## config.mk

```make
export PLATFORM = sky130hd
export DESIGN_NAME = dmem_arbiter
export DESIGN_NICKNAME = d
export VERILOG_FILES = /design/src/rtl/dmem_arb_pkg.sv /design/src/rtl/arb_wait_ctr.sv /design/src/rtl/dmem_arbiter.sv
export SDC_FILE = /design/constraint.sdc
export NUM_CORES = 1
export LEC_CHECK = 0
export CORE_ASPECT_RATIO = 1.75
export CORE_MARGIN = 4
export CORE_UTILIZATION = 39
export DETAILED_ROUTE_END_ITERATION = 7
export HOLD_SLACK_MARGIN = 0.02
export PLACE_DENSITY = 0.84
export SKIP_LAST_GASP = 1
export SYNTH_ARGS = -nofsm -noshare
export SYNTH_HDL_FRONTEND = slang
export SYNTH_SLANG_ARGS = --single-unit
```

## constraint.sdc

```tcl
create_clock -name clk -period 2.8 [get_ports clk]
set_input_delay 0.7 -clock clk [delete_from_list [all_inputs] [get_ports clk]]
set_output_delay 0.7 -clock clk [all_outputs]
set_load 0.02 [all_outputs]
```

## src/rtl/dmem_arb_pkg.sv

```systemverilog
// Shared types and constants for the data-memory arbiter.
//   owner_t      : which requester drives the memory port in a cycle
//   arb_state_t  : arbitration FSM states (normal / host burst lock)
//   MAXWAIT_DEFAULT : default number of refused contended host cycles
//   WAIT_CW      : width of the bounded-wait counter (MAXWAIT <= 15)
package dmem_arb_pkg;

   typedef enum logic {
      OWN_CORE = 1'b0,
      OWN_HOST = 1'b1
   } owner_t;

   typedef enum logic {
      S_CORE = 1'b0,
      S_LOCK = 1'b1
   } arb_state_t;

   localparam int unsigned MAXWAIT_DEFAULT = 4;
   localparam int unsigned WAIT_CW         = 4;

endpackage

```

## src/rtl/arb_wait_ctr.sv

```systemverilog
// Bounded-wait counter: counts consecutive contended cycles in which the host
// was refused the memory port.
//   clk, reset : clock, asynchronous active-low reset
//   inc        : host refused this cycle, count up
//   clr        : clear the count (takes priority over inc)
//   at_max     : count has reached MAXWAIT, host must be granted next contention
module arb_wait_ctr
   import dmem_arb_pkg::*;
#(
   parameter int unsigned MAXWAIT = MAXWAIT_DEFAULT
) (
   input  logic clk,
   input  logic reset,
   input  logic inc,
   input  logic clr,
   output logic at_max
);

   localparam logic [WAIT_CW-1:0] MaxVal = WAIT_CW'(MAXWAIT);

   logic [WAIT_CW-1:0] cnt_q;
   logic [WAIT_CW-1:0] cnt_d;

   always_comb begin
      cnt_d = cnt_q;
      if (clr) begin
         cnt_d = '0;
      end else if (inc && (cnt_q != MaxVal)) begin
         cnt_d = cnt_q + WAIT_CW'(1);
      end
   end

   always_ff @(posedge clk or negedge reset) begin
      if (!reset) begin
         cnt_q <= '0;
      end else begin
         cnt_q <= cnt_d;
      end
   end

   assign at_max = (cnt_q == MaxVal);

endmodule

```

## src/rtl/dmem_arbiter.sv

```systemverilog
// Data-memory arbiter between the processor core and an external host port.
// The core has default priority; a bounded-wait counter forces a host grant
// after MAXWAIT refused contended cycles, and host_lock gives the host burst
// ownership. A core that loses the port sees core_stall for that cycle.
//   clk, reset        : clock, asynchronous active-low reset
//   core_req/we/addr/wdata, core_rdata, core_stall : core data-memory side
//   host_req/we/lock/addr/wdata, host_gnt, host_rdata, host_rvalid : host side
//   mem_wr_en, mem_addr, mem_dat_in, mem_dat_out : single-port memory
//   stall_count       : saturating count of stalled core cycles
module dmem_arbiter
   import dmem_arb_pkg::*;
#(
   parameter int unsigned AW      = 8,
   parameter int unsigned DW      = 8,
   parameter int unsigned MAXWAIT = MAXWAIT_DEFAULT,
   parameter int unsigned SCW     = 16
) (
   input  logic          clk,
   input  logic          reset,
   input  logic          core_req,
   input  logic          core_we,
   input  logic [AW-1:0] core_addr,
   input  logic [DW-1:0] core_wdata,
   output logic [DW-1:0] core_rdata,
   output logic          core_stall,
   input  logic          host_req,
   input  logic          host_we,
   input  logic          host_lock,
   input  logic [AW-1:0] host_addr,
   input  logic [DW-1:0] host_wdata,
   output logic          host_gnt,
   output logic [DW-1:0] host_rdata,
   output logic          host_rvalid,
   output logic          mem_wr_en,
   output logic [AW-1:0] mem_addr,
   output logic [DW-1:0] mem_dat_in,
   input  logic [DW-1:0] mem_dat_out,
   output logic [SCW-1:0] stall_count
);

   arb_state_t state_q, state_d;
   owner_t     owner;
   logic       gnt_c;
   logic       stall_c;
   logic       wr_c;
   logic       wait_inc;
   logic       wait_clr;
   logic       wait_at_max;

   arb_wait_ctr #(
      .MAXWAIT (MAXWAIT)
   ) u_wait_ctr (
      .clk    (clk),
      .reset  (reset),
      .inc    (wait_inc),
      .clr    (wait_clr),
      .at_max (wait_at_max)
   );

   // Ownership, grant, stall and next state are all decided in the same cycle.
   always_comb begin
      state_d  = state_q;
      owner    = OWN_CORE;
      gnt_c    = 1'b0;
      stall_c  = 1'b0;
      wait_inc = 1'b0;
      wait_clr = 1'b0;
      unique case (state_q)
         S_CORE: begin
            if (!host_req) begin
               wait_clr = 1'b1;
            end else if (!core_req) begin
               owner    = OWN_HOST;
               gnt_c    = 1'b1;
               wait_clr = 1'b1;
            end else if (!wait_at_max) begin
               wait_inc = 1'b1;
            end else begin
               // Host has waited long enough: take the port from the core.
               owner    = OWN_HOST;
               gnt_c    = 1'b1;
               stall_c  = 1'b1;
               wait_clr = 1'b1;
            end
            if (gnt_c && host_lock) begin
               state_d = S_LOCK;
            end
         end
         S_LOCK: begin
            // Host owns the port even on idle lock cycles; wait count is held.
            owner   = OWN_HOST;
            gnt_c   = host_req;
            stall_c = core_req;
            if (!host_lock) begin
               state_d  = S_CORE;
               wait_clr = 1'b1;
            end
         end
         default: begin
            state_d = S_CORE;
         end
      endcase
   end

   // Memory port mux follows the owner; only the owner can ever write.
   always_comb begin
      mem_addr   = core_addr;
      mem_dat_in = core_wdata;
      wr_c       = core_req & core_we;
      if (owner == OWN_HOST) begin
         mem_addr   = host_addr;
         mem_dat_in = host_wdata;
         wr_c       = host_req & host_we;
      end
   end

   // Combinational handshakes are forced inactive while reset is held low.
   assign host_gnt   = gnt_c & reset;
   assign core_stall = stall_c & reset;
   assign mem_wr_en  = wr_c & reset;
   assign core_rdata = mem_dat_out;

   always_ff @(posedge clk or negedge reset) begin
      if (!reset) begin
         state_q     <= S_CORE;
         host_rdata  <= '0;
         host_rvalid <= 1'b0;
         stall_count <= '0;
      end else begin
         state_q     <= state_d;
         host_rvalid <= gnt_c & ~host_we;
         if (gnt_c && !host_we) begin
            host_rdata <= mem_dat_out;
         end
         if (stall_c && (stall_count != '1)) begin
            stall_count <= stall_count + SCW'(1);
         end
      end
   end

endmodule
```

==> run_results.csv, run 1 <==
group,metric,value,unit
detailed_routing,ant_nets,0,
detailed_routing,remaining_drc_errors,0,
yosys,seq_area_frac_synth,40.9,%
floorplan,die_x,59.9,um
job,cap_violations,0,
timing,finClkSkew,0.0108,ns
detailed_routing,wl_per_cell,15.9,um
cts,clk_pin_slew,0.07,ns
floorplan,dieArea,5910,um2
cts,insertion_delay,0.29,ns
timing,setup-violations-final,0,
final_layout,final_common_cell,"clkdlybuf4s50_1",
yosys,syn_avg_cell_area,11.5,um2
final_layout,area_growth,59.0,%
global_routing,antenna_found_initial,0,
critical_path,cp_top_family,"buffers and inverters",
global_routing,grt_max_degree,20,
critical_path,cp_max_fo,8,
timing,worstMarginPinSlew,0.510,ns
timing,fin_ws,0.0966,ns
cts,cts_max_path_buffers,2,
power,vdd_drop_max,0.000447,V
floorplan,rows,32,
floorplan,io-pin-count,99,
cts,hold_buffers,0,
cts,htreeDepth,2,
timing,drv_slew,0,
cts,clock-sinks,30,
placement,dp_cells,302,
final_layout,stdcell_count,314,
final_layout,antenna_cells,0,
placement,dpl_worst_slack,-0.401,ns
power,leakagePower,1.29,nW
critical_path,crit_arrival,2.00,ns
detailed_routing,drt_first_iter_violations,29,
placement,io_buffers,98,
yosys,synthCells,159,
placement,gp_congestion,0.786,
yosys,ys_warn_count,0,
min_path,hold_class,"reg -> reg",
floorplan,die_y,98.8,um
detailed_routing,drt_pass1_iterations,4,
global_routing,grt_pass1_vias,1743,
cts,numCtsBuffers,5,
yosys,syn_area,1840,um2
timing,rsz0062_at_grt,"false",
power,p_per_area,478,nW/um2
timing,timing.final.crit_share,96.6,%
timing,hold_viol,0,
cts,root_buffer,"clkbuf_8",
timing,timing.slew.headroom,66.0,%
detailed_routing,finalWirelength,4980,um
critical_path,worstSetupPathType,"reg -> out",
placement,place_hpwl,3810,um
detailed_routing,dr_total_vias,1687,
min_path,min_path_cells,1,
yosys,ys_types,39,
critical_path,slowest_delay,0.35,ns
critical_path,r2r_cells,5,
yosys,synth_fp_nets,209,
critical_path,endpoint_kind,"output pin",
yosys,ys_seq_elements,30,
critical_path,path_depth,8,
final_layout,fin_nets,312,
final_layout,layout_common_cells,"77 x clkdlybuf4s50_1, 30 x dfrtp_1, 24 x mux2_2",
floorplan,start_util,40.9,%
global_routing,grt_pass1_wl,7850,um
status,status,"complete, no violations",
global_routing,grt_overflow,0,
timing,layout_min_cycle_time,2.70,ns
critical_path,worstPathCellList,"inv_1 -> ha_2 -> nand3b_1 -> nand2_1 -> a21oi_2 -> bufbuf_16 -> mux2_2 -> buf_2",
final_layout,drive_gt1_share,30.8,%
detailed_routing,avgViaCountPerCell,5.37,
timing,fmax,370,MHz
critical_path,cp_data_required_time,2.10,ns
final_layout,n_fill_cell,357,
global_routing,grt_usage,17.5,%
critical_path,critPathLaunchType,"register",
critical_path,worst-path-buf-inv,3,
critical_path,slowest_stage,"dfrtp_1",
floorplan,core_region_area,4480,um2
cts,cts_tree,"yes",
[worst reg2reg max path, delay by kind of cell, from the launching register on]
| kind | cells | cell delay (ns) |
|---|---|---|
| AOI/OAI and AO/OA | 1 | 0.29 |
| adders and majority gates | 1 | 0.25 |
| DFF | 1 | 0.42 |
| muxes | 1 | 0.36 |
| and+or+nand+nor | 2 | 0.53 |
[final cells by class]
cell class / instances / area [um2] / share of cell area [%]
clock buffers: 6 / 82.6 / 2.83
multi-input cells: 107 / 940 / 32.2
clock inverters: 2 / 12.5 / 0.429
well taps: 51 / 63.8 / 2.19
repair buffers: 112 / 1050 / 35.8
flip-flops and latches: 30 / 751 / 25.7
inverters: 6 / 22.5 / 0.772
[registers in the layout, indices dropped and copies added (netlist names)]
signal            cells
host_rvalid           1
u_wait_ctr.cnt_q      4
host_rdata            8
stall_count          16
state_q               1
[cell families after synthesis]
group	after synthesis	share of synthesized area (%)
flip-flops	30	40.9
AND/OR/NAND/NOR	40	13.9
AO/OA/AOI/OAI	24	12.1
multiplexers	26	16.2
XOR/XNOR	14	6.68
buffers and inverters	22	8.25
adder cells (fa/ha/maj)	3	2.05
[worst paths after layout]
check                      slack [ns]                 from              to
hold reg to reg                  0.50       stall_count[7]  stall_count[7]
max in group asynchronous        1.64                reset  stall_count[5]
min in group asynchronous        0.90                reset         state_q
setup reg to reg                 0.84       stall_count[0]  stall_count[1]
hold / removal                   0.50       stall_count[7]  stall_count[7]
setup / recovery                  0.1  u_wait_ctr.cnt_q[1]     mem_addr[4]
[metal layers]
| metal | up-vias | global-route usage [%] | routed length [um] |
|---|---|---|---|
| li1 | 775 | - | - |
| met1 | 806 | 18.2 | 1700 |
| met2 | 94 | 31.7 | 2760 |
| met3 | 12 | 4.06 | 374 |
| met4 | 0 | 7.85 | 148 |
| met5 | - | 0 | 0 |
[through the flow]
stage	util, %	hold WS (ns)	total power [mW]	setup TNS [ns]	instance area [um2]
2_1_floorplan	-	0.404	0.770	0	1840
3_3_place_gp	63.3	0.482	1.04	-6.62	2840
3_5_place_dp	63.3	0.487	1.05	-7.01	2840
4_1_cts	65.0	0.501	1.41	-0.0926	2920
5_1_grt	65.1	0.519	1.46	0	2920
6_report	65.1	0.495	1.39	0	2920
[synthesized netlist by cell type]
| cell type | instances | area, um2 |
|---|---|---|
| and3_1 | 3 | 18.8 |
| nand2_1 | 9 | 33.8 |
| a211oi_2 | 6 | 75.1 |
| nor4b_4 | 1 | 23.8 |
| ha_1 | 3 | 37.5 |
| nand4_1 | 1 | 6.26 |
| nor2_2 | 1 | 6.26 |
| a21oi_2 | 1 | 8.76 |
| clkbuf_1 | 1 | 3.75 |
| nand4_2 | 1 | 12.5 |
| mux2_4 | 1 | 15.0 |
| nor3b_1 | 1 | 7.51 |
| xnor2_1 | 1 | 8.76 |
| buf_2 | 3 | 15.0 |
| xor2_1 | 13 | 114 |
| and3b_1 | 1 | 8.76 |
| and4b_1 | 1 | 10.0 |
| mux2_2 | 25 | 282 |
| a2111oi_2 | 4 | 60.1 |
| dfrtp_1 | 30 | 751 |
| a21oi_1 | 4 | 20.0 |
| nand3b_1 | 2 | 15.0 |
| o21a_1 | 1 | 7.51 |
| and4_1 | 2 | 17.5 |
| and4_4 | 1 | 11.3 |
| inv_1 | 6 | 22.5 |
| nand2b_1 | 1 | 6.26 |
| o2bb2ai_1 | 1 | 8.76 |
| o21ai_1 | 2 | 10.0 |
| nor2b_1 | 2 | 12.5 |
| o22ai_1 | 1 | 6.26 |
| nand3_1 | 11 | 55.1 |
| a2111oi_1 | 1 | 10.0 |
| o21ai_0 | 3 | 15.0 |
| buf_6 | 2 | 22.5 |
| nor2_1 | 1 | 3.75 |
| buf_12 | 1 | 20.0 |
| buf_4 | 9 | 67.6 |
| or2_2 | 1 | 6.26 |
[repair_timing]
action / CTS / global route
buffers inserted: 3 / 0
gates cloned: 1 / 0
gates resized for setup: 69 / 4
endpoints found under the setup margin: 19 / 15
pin swaps: 1 / 0
[power by group]
group,internal [mW],switching [mW]
registers,0.488,0.0513
clock network,0.197,0.169
logic,0.267,0.222
No activity file was read; power rests on OpenSTA's default activity.
==> inputs of run 2 (changes only) <==
CAP_MARGIN = 20   (was default)
CORE_MARGIN = 2   (was 4)
PLACE_DENSITY = 0.87   (was 0.84)
==> run 2 against run 1 <==
Against the previous run: maximum frequency down 1.4%; clock skew down 0.0026 ns; non-clock buffer count increased by 1; highest routed layer unchanged; register-to-register slack better by 0.04 ns; design area fell by 1.2%; clock-buffer cell count down 1; utilization down 2.7 points.
==> run_results.csv, run 2 (synthesized netlist as in run 1, its figures left out) <==
group,metric,value,unit
floorplan,start_util,39.7,%
global_routing,grt_max_degree,30,
detailed_routing,drt_first_iter_violations,17,
detailed_routing,remaining_drc_errors,0,
placement,gp_congestion,0.802,
final_layout,final_common_cell,"clkdlybuf4s50_1",
timing,worstMarginPinSlew,0.626,ns
placement,io_buffers,98,
final_layout,final_area,2880,um2
cts,clk_pin_slew,0.06,ns
final_layout,stdcell_count,315,
timing,timing.final.crit_share,97.9,%
cts,insertion_delay,0.28,ns
timing,whs,0.503,ns
global_routing,grt_use_met2,34.8,%
global_routing,grt_pass1_vias,1653,
detailed_routing,drt_pass1_iterations,4,
timing,rsz0062_at_grt,"true",
detailed_routing,wl_per_cell,14.6,um
cts,hold_buffers,0,
final_layout,area_growth,57.1,%
global_routing,grt_overflow,0,
critical_path,worstSetupPathType,"reg -> out",
global_routing,grtUsageMet3,4.38,%
critical_path,crit_arrival,2.04,ns
floorplan,die_y,94.8,um
floorplan,dieArea,5290,um2
critical_path,cp_max_fo,5,
final_layout,layout_common_cells,"77 x clkdlybuf4s50_1, 30 x dfrtp_1, 25 x mux2_2, 13 x xor2_1, 13 x buf_4",
final_layout,antenna_cells,0,
timing,setup-violations-final,0,
floorplan,core_region_area,4620,um2
timing,layout_min_cycle_time,2.74,ns
power,vdd_drop_max,0.000313,V
floorplan,rows,33,
timing,timing.slew.headroom,58.2,%
status,status,"complete, no violations",
critical_path,critPathLaunchType,"register",
floorplan,io-pin-count,99,
cts,numCtsBuffers,5,
job,cap_violations,0,
placement,place_hpwl,3630,um
global_routing,grt_pass1_wl,7450,um
final_layout,largest_reg_flops,16,
power,p_per_area,464,nW/um2
final_layout,utilization,62.3,%
placement,dp_cells,303,
final_layout,fin_nets,313,
detailed_routing,avgViaCountPerCell,5.22,
floorplan,die_x,55.9,um
critical_path,r2r-start,"stall_count[0]",
timing,finClkSkew,0.00820,ns
power,leakagePower,1.27,nW
timing,drv_slew,0,
cts,clock-sinks,30,
final_layout,drive_gt1_share,30.0,%
cts,cts_tree,"yes",
global_routing,grt_usage,18.4,%
timing,setup_tns,0,ns
critical_path,timing.critical_path.from,"u_wait_ctr.cnt_q[1]",
final_layout,n_fill_cell,396,
cts,root_buffer,"clkbuf_8",
global_routing,grt_most_used_layer,"met2",
final_layout,largest-register,"stall_count",
min_path,hp-start,"host_rdata[0]",
timing,fmax,365,MHz
cts,htreeDepth,2,
final_layout,reg.largest.list,"stall_count (16), host_rdata (8), u_wait_ctr.cnt_q (4)",
detailed_routing,dr_total_vias,1644,
detailed_routing,finalWirelength,4590,um
min_path,hold_class,"reg -> reg",
cts,cts_max_path_buffers,2,
critical_path,cp_data_required_time,2.10,ns
global_routing,antenna_found_initial,0,
detailed_routing,ant_nets,0,
global_routing,grt.met1_usage,17.8,%
timing,hold_viol,0,
critical_path,endpoint_kind,"output pin",
placement,dpl-instance-area,2830,um2
run 2: cell count changes in the layout (fill, tap and decap cells not counted), sizes merged:
cell,before,now
clkinvlp,1,0
clkbuf,7,16
buf,28,19
clkinv,1,2
bufbuf,1,0
dlygate4sd2,5,6
run 2: routing by layer:
| layer | up-vias | part of all wire, % |
|---|---|---|
| met2 | 80 | 58 |
| met4 | 0 | 3.4 |
| met1 | 785 | 32 |
| met5 | - | 0 |
| met3 | 8 | 6.7 |
| li1 | 771 | - |
run 2: stage by stage:
step	total power, mW	setup WS, ns
2_1_floorplan	0.770	0.331
3_3_place_gp	1.03	-0.354
3_5_place_dp	1.04	-0.378
4_1_cts	1.37	-0.0450
5_1_grt	1.40	-0.0467
6_report	1.34	0.0596
run 2: what timing repair did:
| item | CTS | global route |
|---|---|---|
| cloned | 1 | 0 |
| gates resized for setup | 42 | 19 |
| hold endpoints to repair | 0 | 0 |
| setup endpoints to repair | 19 | 16 |
| buffers inserted | 3 | 1 |
| pin swaps | 1 | 0 |
run 2: final cells by class:
class	count	area [um2]	share of cell area, %
Clock buffer	5	68.8	2.39
Sequential cell	30	751	26.0
Tap cell	52	65.1	2.26
Inverter	6	22.5	0.781
Clock inverter	2	10.0	0.347
Multi-Input combinational cell	107	941	32.6
Timing Repair Buffer	113	1020	35.5
run 2: power breakdown:
group	switching, mW	internal (mW)	leakage, nW	total, mW
sequential	0.0510	0.488	0.387	0.539
combinational	0.218	0.257	0.838	0.475
clock	0.159	0.166	0.0438	0.325
total	0.428	0.911	1.27	1.34
run 2: critical path, stage by stage, from the launching register on:
cell and delay [ns]:
dfrtp_1 0.35, inv_1 0.06, ha_1 0.20, nand3b_1 0.11, nand2_1 0.10, a21oi_4 0.17, buf_6 0.14, mux2_2 0.32
dlygate4sd2_1 0.32
run 2: worst paths after layout:
kind / endpoint / slack, ns / cells past startpoint
max: mem_addr[5] / 0.06 / 8
min: host_rdata[0] / 0.50 / 1
max reg2reg: stall_count[1] / 0.88 / 5
min reg2reg: host_rdata[0] / 0.50 / 1
max in group asynchronous: host_rdata[1] / 1.53 / 2
min in group asynchronous: host_rdata[7] / 0.84 / 2
==> inputs of run 3 (changes only) <==
SKIP_CTS_REPAIR_TIMING = 1   (was default)
SLEW_MARGIN = 20   (was default)
==> run 3 against run 2 <==
Against the previous run: first-iteration DRC count shrank 24%; hold slack is essentially flat; critical path depth is the same; clock-buffer cell count is the same; largest power group unchanged.
==> run_results.csv, run 3 (synthesized netlist as in run 1, its figures left out) <==
group,metric,value,unit
timing,fmax,366,MHz
detailed_routing,drt_pass1_iterations,4,
cts,root_buffer,"clkbuf_8",
global_routing,antenna_found_initial,0,
placement,dpl_worst_slack,-0.378,ns
global_routing,grt_pass1_wl,7330,um
power,internal_power,0.923,mW
power,vdd_drop_max,0.000315,V
status,status,"complete, no violations",
placement,dpl-instance-area,2830,um2
floorplan,start_util,39.7,%
placement,place_hpwl,3630,um
floorplan,core_region_area,4620,um2
detailed_routing,drt_first_iter_violations,13,
detailed_routing,drt-met1-wl,1520,um
cts,clock-sinks,30,
timing,whs,0.504,ns
detailed_routing,ant_nets,0,
timing,worstMarginPinSlew,0.616,ns
cts,cts_tree,"yes",
power,leakagePower,1.44,nW
floorplan,die_x,55.9,um
detailed_routing,remaining_drc_errors,0,
floorplan,io-pin-count,99,
min_path,min_path_cells,1,
timing,finClkSkew,0.00803,ns
final_layout,final_common_cell,"clkdlybuf4s50_1",
final_layout,area_growth,62.3,%
cts,cts_max_path_buffers,2,
cts,htreeDepth,2,
power,net-switching-power,0.427,mW
detailed_routing,wl_per_cell,15.0,um
timing,drv_slew,0,
final_layout,seq_area,751,um2
global_routing,grt_usage,18.0,%
detailed_routing,wl_met2,2700,um
floorplan,dieArea,5290,um2
final_layout,final_area,2980,um2
final_layout,multi_input_area,936,um2
cts,insertion_delay,0.28,ns
global_routing,grt_overflow,0,
cts,clk_pin_slew,0.06,ns
cts,numCtsBuffers,5,
final_layout,largest_reg_flops,16,
timing,fin_ws,0.0662,ns
timing,setup-violations-final,0,
timing,rsz0062_at_grt,"true",
final_layout,reg.largest.list,"stall_count (16), host_rdata (8), u_wait_ctr.cnt_q (4)",
power,comb_power_share,36.0,%
detailed_routing,dr_wl_met3,309,um
timing,timing.final.crit_share,97.6,%
power,p_per_area,453,nW/um2
critical_path,cp_data_required_time,2.10,ns
job,cap_violations,0,
global_routing,grt_pass1_vias,1634,
final_layout,n_fill_cell,383,
final_layout,fin_nets,311,
final_layout,utilization,64.4,%
final_layout,largest-register,"stall_count",
critical_path,critPathLaunchType,"register",
critical_path,crit_arrival,2.03,ns
detailed_routing,top_layer,"met4",
floorplan,die_y,94.8,um
timing,timing.slew.headroom,58.9,%
critical_path,endpoint_kind,"output pin",
critical_path,cp_max_fo,8,
power,clkPwrFrac,24.1,%
final_layout,drive_gt1_share,24.9,%
critical_path,r2r_cells,5,
floorplan,rows,33,
timing,hold_viol,0,
placement,gp_congestion,0.802,
global_routing,grt_max_degree,30,
power,swShare,31.6,%
final_layout,layout_common_cells,"77 x clkdlybuf4s50_1, 30 x dfrtp_1, 25 x mux2_2, 19 x dlymetal6s2s_1, 13 x xor2_1",
detailed_routing,avgViaCountPerCell,5.28,
detailed_routing,finalWirelength,4710,um
timing,layout_min_cycle_time,2.73,ns
critical_path,worstSetupPathType,"reg -> out",
final_layout,antenna_cells,0,
power,p_seq_share,39.9,%
min_path,hold_class,"reg -> reg",
placement,io_buffers,98,
timing,setup_tns,0,ns
detailed_routing,dr_total_vias,1653,
## run 3: cell types whose count changed in the layout (fill, tap and decap cells not counted)
cell,change
dlymetal6s2s_1,+19
clkbuf_2,-10
dlygate4sd2_1,-6
buf_2,-3
a21oi_2,+1
a21oi_4,-1
buf_4,-1
buf_6,-1
nor2b_1,-1
nor2b_2,+1
## run 3: final timing paths
path	startpoint	endpoint	slack, ns
min in group asynchronous	reset	host_rdata[7]	0.84
hold / removal	host_rdata[0]	host_rdata[0]	0.50
setup reg to reg	stall_count[0]	stall_count[1]	0.88
hold reg to reg	host_rdata[0]	host_rdata[0]	0.50
setup / recovery	u_wait_ctr.cnt_q[1]	mem_addr[2]	0.07
max in group asynchronous	reset	host_rdata[6]	1.52
## run 3: per-layer routing
layer | vias to the layer above | track usage, %
li1 | 768 | -
met1 | 793 | 17.8
met2 | 83 | 33.1
met3 | 9 | 4.38
met4 | 0 | 11.5
met5 | - | 0
## run 3: worst max-delay path, cell delays in order, from the launching register on
cell            delay, ns
dfrtp_1              0.35
inv_1                0.06
ha_1                 0.20
nand3b_1             0.13
nand2_1              0.08
a21oi_2              0.21
buf_6                0.17
mux2_2               0.34
dlymetal6s2s_1       0.21
## run 3: through the flow
step / cells / total power, mW
5_1_grt: 313 / 1.41
2_1_floorplan: 159 / 0.770
3_3_place_gp: 303 / 1.03
6_report: 313 / 1.35
3_5_place_dp: 303 / 1.04
4_1_cts: 310 / 1.37
## run 3: power by group through the flow
stage | clock, mW | sequential [mW] | combinational (mW)
final | 0.326 | 0.539 | 0.486
after global routing | 0.348 | 0.548 | 0.517
after CTS | 0.337 | 0.540 | 0.494
after detailed placement | 0 | 0.548 | 0.491
after global placement | 0 | 0.545 | 0.484
after floorplan | 0 | 0.603 | 0.167
## run 3: final cells by class
class | instances | area share, %
Timing Repair Buffer | 111 | 37.8
Tap cell | 52 | 2.18
Inverter | 6 | 0.756
Clock buffer | 5 | 2.31
Clock inverter | 2 | 0.336
Multi-Input combinational cell | 107 | 31.4
Sequential cell | 30 | 25.2
